### config.mk
export PLATFORM = sky130hd
export DESIGN_NAME = debouncer_multi
export DESIGN_NICKNAME = d
export VERILOG_FILES = /design/src/rtl/debouncer_multi.sv
export SDC_FILE = /design/constraint.sdc
export NUM_CORES = 1
export LEC_CHECK = 0
export BUFFER_PORTS_ARGS = -buffer_cell sky130_fd_sc_hd__buf_2
export CAP_MARGIN = 20
export CORE_MARGIN = 5
export CORE_UTILIZATION = 38
export CTS_BUF_LIST = sky130_fd_sc_hd__clkbuf_8
export CTS_CLUSTER_SIZE = 24
export DETAILED_ROUTE_END_ITERATION = 8
export GPL_TIMING_DRIVEN = 0
export HOLD_SLACK_MARGIN = 0.1
export PLACE_DENSITY = 0.6
export SLEW_MARGIN = 30
export SYNTH_ARGS = -nofsm -noshare
export SYNTH_HDL_FRONTEND = slang
export SYNTH_SLANG_ARGS = --single-unit
### constraint.sdc
create_clock -name clk -period 5.83 [get_ports clk]
set_input_delay 0.2915 -clock clk [delete_from_list [all_inputs] [get_ports clk]]
set_output_delay 0.2915 -clock clk [all_outputs]
set_load 0.1 [all_outputs]
### src/rtl/debouncer_multi.sv
// Multi-channel pushbutton/switch debouncer: synchroniser, saturating hysteresis
// counter, debounced level, press/release pulses and optional auto-repeat per channel.
module debouncer_multi #(
    parameter int unsigned N_CH          = 4,
    parameter int unsigned COUNTER_BITS  = 7,
    parameter int unsigned SYNC_STAGES   = 2,
    parameter int unsigned REPEAT_EN     = 1,
    parameter int unsigned HOLD_CYCLES   = 5000000,
    parameter int unsigned REPEAT_CYCLES = 1000000
) (
    input  logic            clk,
    input  logic            reset,
    input  logic [N_CH-1:0] input_unstable,
    output logic [N_CH-1:0] stable_level,
    output logic [N_CH-1:0] press_pulse,
    output logic [N_CH-1:0] release_pulse,
    output logic [N_CH-1:0] repeat_pulse,
    output logic            any_press
);

    localparam int unsigned TH    = 2 ** (COUNTER_BITS - 1);
    localparam int unsigned T_MAX = (HOLD_CYCLES > REPEAT_CYCLES) ? HOLD_CYCLES : REPEAT_CYCLES;
    localparam int unsigned TW    = (T_MAX > 1) ? $clog2(T_MAX) : 1;

    localparam logic [COUNTER_BITS-1:0] C_ZERO  = '0;
    localparam logic [COUNTER_BITS-1:0] C_ONE   = COUNTER_BITS'(1);
    localparam logic [COUNTER_BITS-1:0] C_MAX   = '1;
    localparam logic [COUNTER_BITS-1:0] C_TH_M1 = COUNTER_BITS'(TH - 1);

    localparam logic [TW-1:0] T_ONE     = TW'(1);
    localparam logic [TW-1:0] T_HOLD_M1 = TW'(HOLD_CYCLES - 1);
    localparam logic [TW-1:0] T_REP_M1  = TW'(REPEAT_CYCLES - 1);

    localparam logic [0:0] ST_LOW  = 1'b0;
    localparam logic [0:0] ST_HIGH = 1'b1;

    logic [SYNC_STAGES*N_CH-1:0]     r_sync;
    logic [N_CH-1:0]                 w_s;
    logic [N_CH-1:0][COUNTER_BITS-1:0] r_cnt;
    logic [N_CH-1:0][COUNTER_BITS-1:0] w_cnt_nxt;
    logic [N_CH-1:0][TW-1:0]         r_tmr;
    logic [N_CH-1:0][TW-1:0]         w_tmr_nxt;
    logic [N_CH-1:0]                 r_phase;
    logic [N_CH-1:0]                 w_phase_nxt;
    logic [N_CH-1:0]                 r_level;
    logic [N_CH-1:0]                 w_rise;
    logic [N_CH-1:0]                 w_fall;
    logic [N_CH-1:0]                 w_rep_hit;
    logic [N_CH-1:0]                 r_press;
    logic [N_CH-1:0]                 r_release;
    logic [N_CH-1:0]                 r_repeat;
    logic                            r_any;

    // Stage 0 occupies the low slice; the last stage sits at the top.
    if (SYNC_STAGES > 1) begin : g_sync_multi
        always_ff @(posedge clk or posedge reset) begin
            if (reset) begin
                r_sync <= '0;
            end else begin
                r_sync <= {r_sync[(SYNC_STAGES-1)*N_CH-1:0], input_unstable};
            end
        end
    end else begin : g_sync_single
        always_ff @(posedge clk or posedge reset) begin
            if (reset) begin
                r_sync <= '0;
            end else begin
                r_sync <= input_unstable;
            end
        end
    end

    assign w_s = r_sync[SYNC_STAGES*N_CH-1 -: N_CH];

    for (genvar i = 0; i < N_CH; i++) begin : g_ch
        logic w_up;
        logic w_dn;

        assign w_up = w_s[i] && (r_cnt[i] != C_MAX);
        assign w_dn = !w_s[i] && (r_cnt[i] != C_ZERO);
        assign w_cnt_nxt[i] = w_up ? (r_cnt[i] + C_ONE) :
                              w_dn ? (r_cnt[i] - C_ONE) : r_cnt[i];

        assign w_rise[i] = (r_level[i] == ST_LOW)  &&  w_s[i] && (r_cnt[i] == C_TH_M1);
        assign w_fall[i] = (r_level[i] == ST_HIGH) && !w_s[i] && (r_cnt[i] == C_ONE);

        // Phase 0 waits out the initial hold, phase 1 paces the repeats; the
        // timer restarts at every pulse so it never has to count past T_MAX-1.
        assign w_rep_hit[i] = (REPEAT_EN != 0) && (r_level[i] == ST_HIGH) && !w_fall[i] &&
                              (r_phase[i] ? (r_tmr[i] == T_REP_M1) : (r_tmr[i] == T_HOLD_M1));

        assign w_tmr_nxt[i] = (REPEAT_EN == 0 || w_rise[i] || w_fall[i] || w_rep_hit[i]) ? '0 :
                              (r_level[i] == ST_HIGH) ? (r_tmr[i] + T_ONE) : r_tmr[i];

        assign w_phase_nxt[i] = (w_rise[i] || w_fall[i]) ? 1'b0 :
                                w_rep_hit[i] ? 1'b1 : r_phase[i];
    end

    always_ff @(posedge clk or posedge reset) begin
        if (reset) begin
            r_cnt     <= '0;
            r_tmr     <= '0;
            r_phase   <= '0;
            r_level   <= '0;
            r_press   <= '0;
            r_release <= '0;
            r_repeat  <= '0;
            r_any     <= 1'b0;
        end else begin
            r_cnt     <= w_cnt_nxt;
            r_tmr     <= w_tmr_nxt;
            r_phase   <= w_phase_nxt;
            r_level   <= (r_level | w_rise) & ~w_fall;
            r_press   <= w_rise;
            r_release <= w_fall;
            r_repeat  <= w_rep_hit;
            r_any     <= |w_rise;
        end
    end

    assign stable_level  = r_level;
    assign press_pulse   = r_press;
    assign release_pulse = r_release;
    assign repeat_pulse  = r_repeat;
    assign any_press     = r_any;

endmodule

==> metrics.yaml, run 1 <==
status: "finished clean"
finClkSkew_ns: 0.01010
fin_nets: 831
grt_antenna_before_repair: 0
slowest_delay_ns: 0.56
n_antenna_cell: 0
hold_viol_final: 0
clock.fmax_mhz: 472.7
timing.final.crit_share_pct: 36.28
synth_seq_area_share_pct: 49.24
rrSetupSlack_ns: 3.71
clockBufferDepth: 2
fin_crit_ns: 2.115
initial_core_util_pct: 38.78
dp.cells: 1050
ys_warn_count: 0
coreArea_um2: 19530
r2r-start: "r_tmr[52]"
irDropWorstVdd_v: 0.0002144
setup_tns_ns: 0
final_cell_area_um2: 8472
ys_async_sr_fraction_pct: 100.0
avgSynthCellArea_um2: 9.937
clk_latency_ns: 0.44
netlist.area_leader.share_pct: 49.24
gp_congestion: 0.8070
cp.arrival_ns: 2.45
io_pins: 23
worstPathMaxFanout: 10
synth_edf_count: 0
die_area_um2: 22850
synth_cells: 762
synth_area_leaders: "dfrtp_1 49%, xor2_1 6.9%, nor2_1 6.8%"
ys_ff_latch: 149
maxCapViolCount: 0
slew_viol_final: 0
hold_slack_ns: 0.3535
grt_max_degree: 83
postPlaceCellArea_um2: 8049
worst_r2r_path_depth: 6
root_buffer: "clkbuf_8"
holdPathStages: 0
die_w_um: 151.2
final_layout_size_suffix_gt1_share_pct: 10.84
synth_nets: 784
crit_path_cell_trace: "or4b_1 -> nor4b_2 -> nand4b_2 -> o21bai_4 -> buf_6 -> nor2_1"
r2r_end: "r_tmr[57]"
hold_class: "flip-flop to flip-flop"
worstSetupPathType: "flip-flop to flip-flop"
worstPathRequired_ns: 6.16
holdPathEnd: "r_sync[6]"
h-tree-depth: 4
routedWlPerCell_um: 13.00
grt_usage_pct: 13.54
relSlewSlack_pct: 47.05
grt_pass1_wl_mm: 25.23
area_delta_synth_final_pct: 11.88
fin_cells: 1086
cp.buffers_inverters: 1
worst_pin_slew_ns: 0.7870
syn-cell-area_um2: 7572
grt_pass1_vias: 5254
start_kind: "flip-flop"
post_cts_buffers: 0
final_util_pct: 43.39
vias_per_cell: 4.917
io_buffers: 22
drtIter0Drc: 253
drtPass1Iterations: 4
hold_start: "r_sync[2]"
path_delay_family: "simple AND/OR/NAND/NOR gates"
postRouteAntennaNets: 0
cts_tree: "yes"
power_density_nw_per_um2: 338.6
endpoint_kind: "flip-flop"
rows: 51
routed_wl_mm: 14.12
grt_setup_unrepaired: "false"
grt-ovfl-total: 0
clock_sinks: 149
dr_total_vias: 5340
setup_viol: 0
fillers: 1924
drc: 0
hpwl_mm: 9.662
synth_cell_type_count: 61
yosysTopAreaCell: "dfrtp_1"
synth_top_flop_cell: "dfrtp_1"
numCtsBuffers: 17
power.leakage_nw: 3.776
die_y_um: 151.2
path_clk_slew_ns: 0.08
cp_slowest_cell: "or4b_1"
## flip-flops by register name, indices dropped and copies added (netlist names), 4 cells and up
register / flops
r_sync: 8
press_pulse: 4
release_pulse: 4
stable_level: 4
r_cnt: 28
r_phase: 4
r_tmr: 92
repeat_pulse: 4
## metal layers
| metal | part of all wire, % | global-route usage, % |
|---|---|---|
| met2 | 45 | 21.12 |
| met5 | 0 | 0 |
| met4 | 1.3 | 4.624 |
| met3 | 2.3 | 2.873 |
| met1 | 52 | 18.78 |
## how the worst max path moves through the flow
stage | end | slack [ns] | cells after the start | from
floorplan | any_press | 1.53 | 1 | reset
global placement | r_cnt[7] | -0.31 | 2 | reset
detailed placement | r_tmr[57] | 3.71 | 6 | r_tmr[52]
CTS | r_tmr[57] | 3.69 | 6 | r_tmr[52]
global route | r_tmr[49] | 3.52 | 7 | r_cnt[14]
finish | r_tmr[57] | 3.71 | 6 | r_tmr[52]
## stage by stage
step	setup slack [ns]	total power, mW
2_1_floorplan	1.530	1.975
3_3_place_gp	-0.3072	2.111
3_5_place_dp	3.706	2.129
4_1_cts	3.695	2.910
5_1_grt	3.518	3.076
6_report	3.715	2.869
## cells in the mapped netlist (7+ instances only)
master / n
xor2_1: 60
and3_1: 13
ha_1: 16
nor4b_1: 8
nor4_1: 11
o21ai_0: 11
a21oi_1: 11
inv_1: 26
nor2_1: 137
nand4_1: 29
dfrtp_1: 149
nand3_1: 43
and4_1: 14
nand2_1: 51
clkbuf_1: 7
nor3_1: 22
xnor2_1: 47
## cells in the final DEF, fill, tap and decap left out, types with 4 or more instances in the layout
| master | Yosys | layout |
|---|---|---|
| dfrtp_1 | 149 | 149 |
| nor2_1 | 137 | 137 |
| xor2_1 | 60 | 60 |
| nand2_1 | 51 | 51 |
| xnor2_1 | 47 | 47 |
| nand3_1 | 43 | 43 |
| nand4_1 | 29 | 29 |
| buf_2 | 4 | 26 |
| inv_1 | 26 | 25 |
| nor3_1 | 22 | 22 |
| clkbuf_8 | 0 | 18 |
| ha_1 | 16 | 16 |
| and4_1 | 14 | 14 |
| and3_1 | 13 | 13 |
| nor4_1 | 11 | 11 |
| a21oi_1 | 11 | 11 |
| o21ai_0 | 11 | 11 |
| nor4b_1 | 8 | 8 |
| clkbuf_1 | 7 | 7 |
| buf_6 | 5 | 5 |
| or4_1 | 5 | 5 |
| a31oi_1 | 5 | 5 |
| mux2i_1 | 5 | 5 |
| o22ai_1 | 5 | 5 |
| clkinv_4 | 0 | 5 |
| dlygate4sd3_1 | 0 | 5 |
| nor3b_1 | 4 | 4 |
| nand2b_1 | 4 | 4 |
| or4b_1 | 4 | 4 |
| buf_4 | 4 | 4 |
| nand4b_1 | 4 | 4 |
| and2_1 | 4 | 4 |
## timing repair
| item | 4_1_cts | 5_1_grt |
|---|---|---|
| endpoints found under the setup margin | 0 | 0 |
| hold buffers | 5 | 0 |
| gates resized for setup | 0 | 0 |
| hold endpoints to repair | 71 | 0 |
## layout make-up
type | count | area, um^2 | area share, %
flip-flops and latches | 149 | 3729 | 44.01
multi-input cells | 566 | 3608 | 42.59
well taps | 265 | 331.6 | 3.914
clock buffers | 18 | 247.7 | 2.924
repair buffers | 28 | 187.7 | 2.215
plain buffers | 21 | 137.6 | 1.625
clock inverters | 13 | 125.1 | 1.477
inverters | 26 | 105.1 | 1.241
## report_power, final
group	internal, mW	switching (mW)
logic	0.291	0.435
clock network	0.351	0.409
registers	1.19	0.191
## cells by family (layout without fill, tap and decap cells)
kind of cell / after synthesis / count (layout) / share of synthesized area [%]
simple gates: 383 / 383 / 27.02
flops: 149 / 149 / 49.24
xor+xnor: 107 / 107 / 12.38
compound gates: 55 / 55 / 4.957
buf+inv: 47 / 106 / 3.106
fa+ha+maj: 16 / 16 / 2.644
mux: 5 / 5 / 0.6610
Power figures use the tool's default switching activity.
==> run 2: changes to the inputs <==
--- a/config.mk
+++ b/config.mk
@@ -5,6 +5,7 @@
 export SDC_FILE = /design/constraint.sdc
 export NUM_CORES = 1
 export LEC_CHECK = 0
+export ABC_AREA = 1
 export BUFFER_PORTS_ARGS = -buffer_cell sky130_fd_sc_hd__buf_2
 export CAP_MARGIN = 20
 export CORE_MARGIN = 5
@@ -14,7 +15,7 @@
 export DETAILED_ROUTE_END_ITERATION = 8
 export GPL_TIMING_DRIVEN = 0
 export HOLD_SLACK_MARGIN = 0.1
-export PLACE_DENSITY = 0.6
+export PLACE_DENSITY = 0.62
 export SLEW_MARGIN = 30
 export SYNTH_ARGS = -nofsm -noshare
 export SYNTH_HDL_FRONTEND = slang
==> constraint.sdc (replaced) <==
create_clock -name clk -period 1.7 [get_ports clk]
set_input_delay 0.085 -clock clk [delete_from_list [all_inputs] [get_ports clk]]
set_output_delay 0.085 -clock clk [all_outputs]
set_load 0.1 [all_outputs]
==> metrics.yaml, run 2 <==
io_buffers: 22
hpwl_mm: 13.44
power_density_nw_per_um2: 1074
worstPathMaxFanout: 10
vias_per_cell: 4.895
slew_viol_final: 0
grt_pass1_wl_mm: 33.23
die_w_um: 161.3
synth_cell_type_count: 41
cp-startpoint: "r_tmr[47]"
ys_warn_count: 0
cp.arrival_ns: 1.99
worst_r2r_path_depth: 9
rows: 55
maxCapViolCount: 0
hold_slack_ns: 0.1692
drc: 0
status: "finished clean"
cts_tree: "yes"
path_clk_slew_ns: 0.09
yosysTopAreaCell: "dfrtp_1"
initial_core_util_pct: 38.53
synth_nets: 1154
ys_ff_latch: 149
synth_top_flop_cell: "dfrtp_1"
gp_congestion: 0.8519
clockBufferDepth: 2
syn-cell-area_um2: 8696
grt-ovfl-total: 0
mostFrequentLayoutCell: "nand2_1"
top_register: "r_tmr"
grt_antenna_before_repair: 0
dp.cells: 1444
die_y_um: 161.3
rrSetupSlack_ns: 0.05
power.total_mw: 11.42
grt_pass1_vias: 7098
clk_latency_ns: 0.45
drtPass1Iterations: 5
postPlaceCellArea_um2: 9266
grt_usage_pct: 15.07
power.leakage_nw: 4.935
worstSetupPathType: "flip-flop to flip-flop"
yosysMostFrequentCell: "nand2_1"
endpoint_kind: "flip-flop"
final_cell_area_um2: 10630
clock.fmax_mhz: 606.5
ys_async_sr_fraction_pct: 100.0
routed_wl_mm: 19.71
hold_class: "input pin to async pin"
clock_sinks: 149
io_pins: 23
root_buffer: "clkbuf_8"
die_area_um2: 26010
timing.final.crit_share_pct: 96.99
synth_seq_area_share_pct: 42.88
drtIter0Drc: 422
relSlewSlack_pct: 63.92
h-tree-depth: 4
n_antenna_cell: 0
irDropWorstVdd_v: 0.0008208
synth_cells: 1132
fin_cells: 1528
setup_viol: 0
start_kind: "flip-flop"
fillers: 2218
avgSynthCellArea_um2: 7.682
fin_crit_ns: 1.649
synth_area_leaders: "dfrtp_1 43%, nand2_1 11%, nor2_1 8.6%"
dr_total_vias: 7480
r2r-start: "r_tmr[47]"
final_layout_size_suffix_gt1_share_pct: 20.03
coreArea_um2: 22570
worst_pin_slew_ns: 0.5412
largest_reg_flops: 92
top_regs: "r_tmr (92), r_cnt (28), r_sync (8)"
final_cell_mix: "248 x nand2_1, 175 x nor2_1, 143 x dfrtp_1, 129 x inv_1, 73 x nand3_1"
routedWlPerCell_um: 12.90
grt_setup_unrepaired: "true"
postRouteAntennaNets: 0
hold_viol_final: 0
area_delta_synth_final_pct: 22.24
numCtsBuffers: 17
fin_nets: 1252
finClkSkew_ns: 0.01188
setup_tns_ns: 0
ys_top_cells_by_count: "259 x nand2_1, 200 x nor2_1, 149 x dfrtp_1"
worstPathRequired_ns: 2.04
synth_edf_count: 0
grt_max_degree: 29
netlist.area_leader.share_pct: 42.88
run 2: changes by cell type after synthesis, moves of 14 or more:
cell,change
and4_1,-14
inv_1,+114
nand2_1,+208
nand3_1,+36
nand4_1,+18
nor2_1,+63
o21ai_0,+14
xnor2_1,-29
run 2: through the flow:
step	setup slack, ns	utilization [%]
finish	0.05112	47.10
floorplan	-0.3721	-
detailed placement	-0.2658	41.05
global placement	-1.303	40.61
global route	-0.05854	47.10
CTS	-0.01026	44.72
run 2: final timing paths:
| check | endpoint |
|---|---|
| hold reg to reg | r_sync[5] |
| min in group clk | r_sync[2] |
| setup reg to reg | r_tmr[60] |
| hold / removal | repeat_pulse[3] |
| max in group asynchronous | r_tmr[47] |
| setup / recovery | r_tmr[60] |
run 2: worst max-delay path, cell delays in order (launching register included):
cell and delay, ns:
dfrtp_1 0.42, ha_4 0.17, nand2_4 0.08, nor2_1 0.16
nand2_1 0.09, nor2_2 0.12, nand3_2 0.12, nand2_4 0.15
buf_6 0.16, nor2_1 0.06
run 2: metal layers:
| metal | vias up | GRT usage (%) | wire [um] |
|---|---|---|---|
| met3 | 8 | 2.985 | 612 |
| met2 | 113 | 24.44 | 9354 |
| met4 | 0 | 3.141 | 126 |
| met1 | 3557 | 21.09 | 9613 |
| met5 | - | 0 | 0 |
| li1 | 3802 | - | - |
run 2: timing repair:
item	4_1_cts	5_1_grt
buffers inserted	22	20
hold buffers	5	0
gates resized for setup	38	96
cloned	4	2
setup endpoints to repair	93	108
hold endpoints to repair	72	0
pin swaps	8	29
run 2: cell families after synthesis:
group / Yosys count / synth area share [%]
simple gates: 668 / 35.11
buf+inv: 163 / 8.086
flops: 149 / 42.88
xor+xnor: 71 / 7.151
compound gates: 65 / 4.475
fa+ha+maj: 16 / 2.302
run 2: power breakdown:
group          total [mW]  internal (mW)  switching (mW)
registers            4.59           4.01           0.574
clock network        3.05           1.67            1.37
logic                3.78           1.54            2.24
total                11.4           7.23            4.19
run 2: cell type report:
type | count | area, um^2 | area share (%)
repair buffers | 79 | 681.9 | 6.415
flip-flops and latches | 149 | 3736 | 35.15
clock inverters | 13 | 180.2 | 1.695
multi-input cells | 821 | 4678 | 44.01
inverters | 144 | 571.8 | 5.379
clock buffers | 19 | 261.5 | 2.460
plain buffers | 18 | 163.9 | 1.542
well taps | 285 | 356.6 | 3.355
==> run 3: changes to the inputs <==
--- a/config.mk
+++ b/config.mk
@@ -15,7 +15,7 @@
 export DETAILED_ROUTE_END_ITERATION = 8
 export GPL_TIMING_DRIVEN = 0
 export HOLD_SLACK_MARGIN = 0.1
-export PLACE_DENSITY = 0.62
+export PLACE_DENSITY = 0.6
 export SLEW_MARGIN = 30
 export SYNTH_ARGS = -nofsm -noshare
 export SYNTH_HDL_FRONTEND = slang
==> constraint.sdc (replaced) <==
create_clock -name clk -period 1.8 [get_ports clk]
set_input_delay 0.09 -clock clk [delete_from_list [all_inputs] [get_ports clk]]
set_output_delay 0.09 -clock clk [all_outputs]
set_load 0.1 [all_outputs]
==> metrics.yaml, run 3 (synthesis results as in run 2) <==
maxCapViolCount: 0
drtPass1Iterations: 5
worstPathMaxFanout: 10
initial_core_util_pct: 38.53
grt_max_degree: 27
fin_nets: 1233
coreArea_um2: 22570
grt_pass1_vias: 6945
worst_pin_slew_ns: 0.5376
postRouteAntennaNets: 0
grt_use_met2_pct: 24.06
holdPathStages: 2
postPlaceCellArea_um2: 9294
rows: 55
hpwl_mm: 13.54
final_util_pct: 44.93
hold_start: "input_unstable[0]"
clock.fmax_mhz: 565.4
die_area_um2: 26010
io_pins: 23
setup_viol: 0
area_delta_synth_final_pct: 16.62
power.total_mw: 10.14
largest_reg_flops: 92
status: "finished clean"
r2r-start: "r_cnt[15]"
clk_latency_ns: 0.46
endpoint_kind: "flip-flop"
top_register: "r_tmr"
setup_tns_ns: 0
grtUsageMet3_pct: 3.317
routed_wl_mm: 19.03
worstPathRequired_ns: 2.15
cp-startpoint: "r_cnt[15]"
gp_congestion: 0.8664
cts_tree: "yes"
die_w_um: 161.3
grt_setup_unrepaired: "true"
routedWlPerCell_um: 12.61
grt_usage_pct: 14.86
hold_class: "input pin to flip-flop"
worstSetupPathType: "flip-flop to flip-flop"
timing.final.crit_share_pct: 98.25
start_kind: "flip-flop"
dr_total_vias: 7296
top_regs: "r_tmr (92), r_cnt (28), r_sync (8)"
io_buffers: 22
clock_sinks: 149
mostFrequentLayoutCell: "nand2_1"
relSlewSlack_pct: 64.16
grt-ovfl-total: 0
slew_viol_final: 0
final_layout_size_suffix_gt1_share_pct: 15.28
n_antenna_cell: 0
power.leakage_nw: 4.745
fin_crit_ns: 1.769
finClkSkew_ns: 0.02134
grt_pass1_wl_mm: 32.56
clockBufferDepth: 2
hold_slack_ns: 0.2624
drtIter0Drc: 371
hold_viol_final: 0
vias_per_cell: 4.835
final_cell_area_um2: 10140
irDropWorstVdd_v: 0.0006824
grt-busiest-layer: "met2"
rrSetupSlack_ns: 0.03
final_cell_mix: "255 x nand2_1, 185 x nor2_1, 142 x dfrtp_1, 137 x inv_1, 78 x nand3_1"
path_clk_slew_ns: 0.10
root_buffer: "clkbuf_8"
worst_r2r_path_depth: 9
h-tree-depth: 4
power_density_nw_per_um2: 1000
drc: 0
numCtsBuffers: 17
grt_antenna_before_repair: 1
use_met1_pct: 20.48
cp.arrival_ns: 2.12
die_y_um: 161.3
fillers: 2258
## run 3: changes by cell type in the layout (fill, tap and decap cells not counted), moves of 6 or more
cell / before / now
ha_4: 8 / 2
inv_2: 9 / 3
inv_6: 1 / 7
nand2_1: 248 / 255
buf_6: 13 / 7
inv_1: 129 / 137
buf_4: 41 / 29
ha_1: 4 / 11
nor2_1: 175 / 185
## run 3: layout make-up
class	instances	area, um^2	share of cell area (%)
multi-input combinational	820	4422	43.60
tap	285	356.6	3.516
sequential	149	3737	36.85
clock inverter	15	168.9	1.666
buffer	19	152.6	1.505
clock buffer	17	234.0	2.307
timing repair buffer	60	505.5	4.985
inverter	144	564.3	5.564
## run 3: worst paths after layout
path,endpoint
worst max register to register,r_tmr[57]
min in group asynchronous,r_cnt[24]
worst min register to register,r_sync[6]
max in group asynchronous,r_cnt[14]
worst max-delay path,r_tmr[57]
worst min-delay path,r_sync[0]
## run 3: what timing repair did
action / CTS / global route
endpoints found under the hold margin: 80 / 0
endpoints found under the setup margin: 56 / 92
resized for setup: 5 / 48
gates cloned: 0 / 0
hold buffers: 6 / 0
setup buffers: 4 / 22
pin swaps: 3 / 14
## run 3: per-stage QoR
stage | setup WS [ns] | std cells
3_3_place_gp | -1.249 | 1439
6_report | 0.03142 | 1509
4_1_cts | -0.001451 | 1487
5_1_grt | -0.09563 | 1509
3_5_place_dp | -0.2033 | 1445
2_1_floorplan | -0.2721 | 1132
## run 3: power by group
part	total [mW]	internal, mW	leakage [nW]	switching (mW)
clock	2.70	1.26	0.191	1.44
combinational	3.12	1.20	2.55	1.92
sequential	4.32	3.79	2.00	0.522
total	10.1	6.26	4.75	3.89
## run 3: metal layers
metal	wire, um	up-vias
met1	9416	3417
met4	164	2
met3	629	19
met5	13	-
li1	-	3764
met2	8804	94
## run 3: worst max-delay path, stage by stage, from the launching register on
cell     delay [ns]
dfrtp_1        0.43
ha_2           0.23
nand3_1        0.15
nor2_4         0.19
nand2_2        0.13
nand2_1        0.12
inv_1          0.05
nand2_2        0.10
buf_4          0.19
nor2_1         0.06
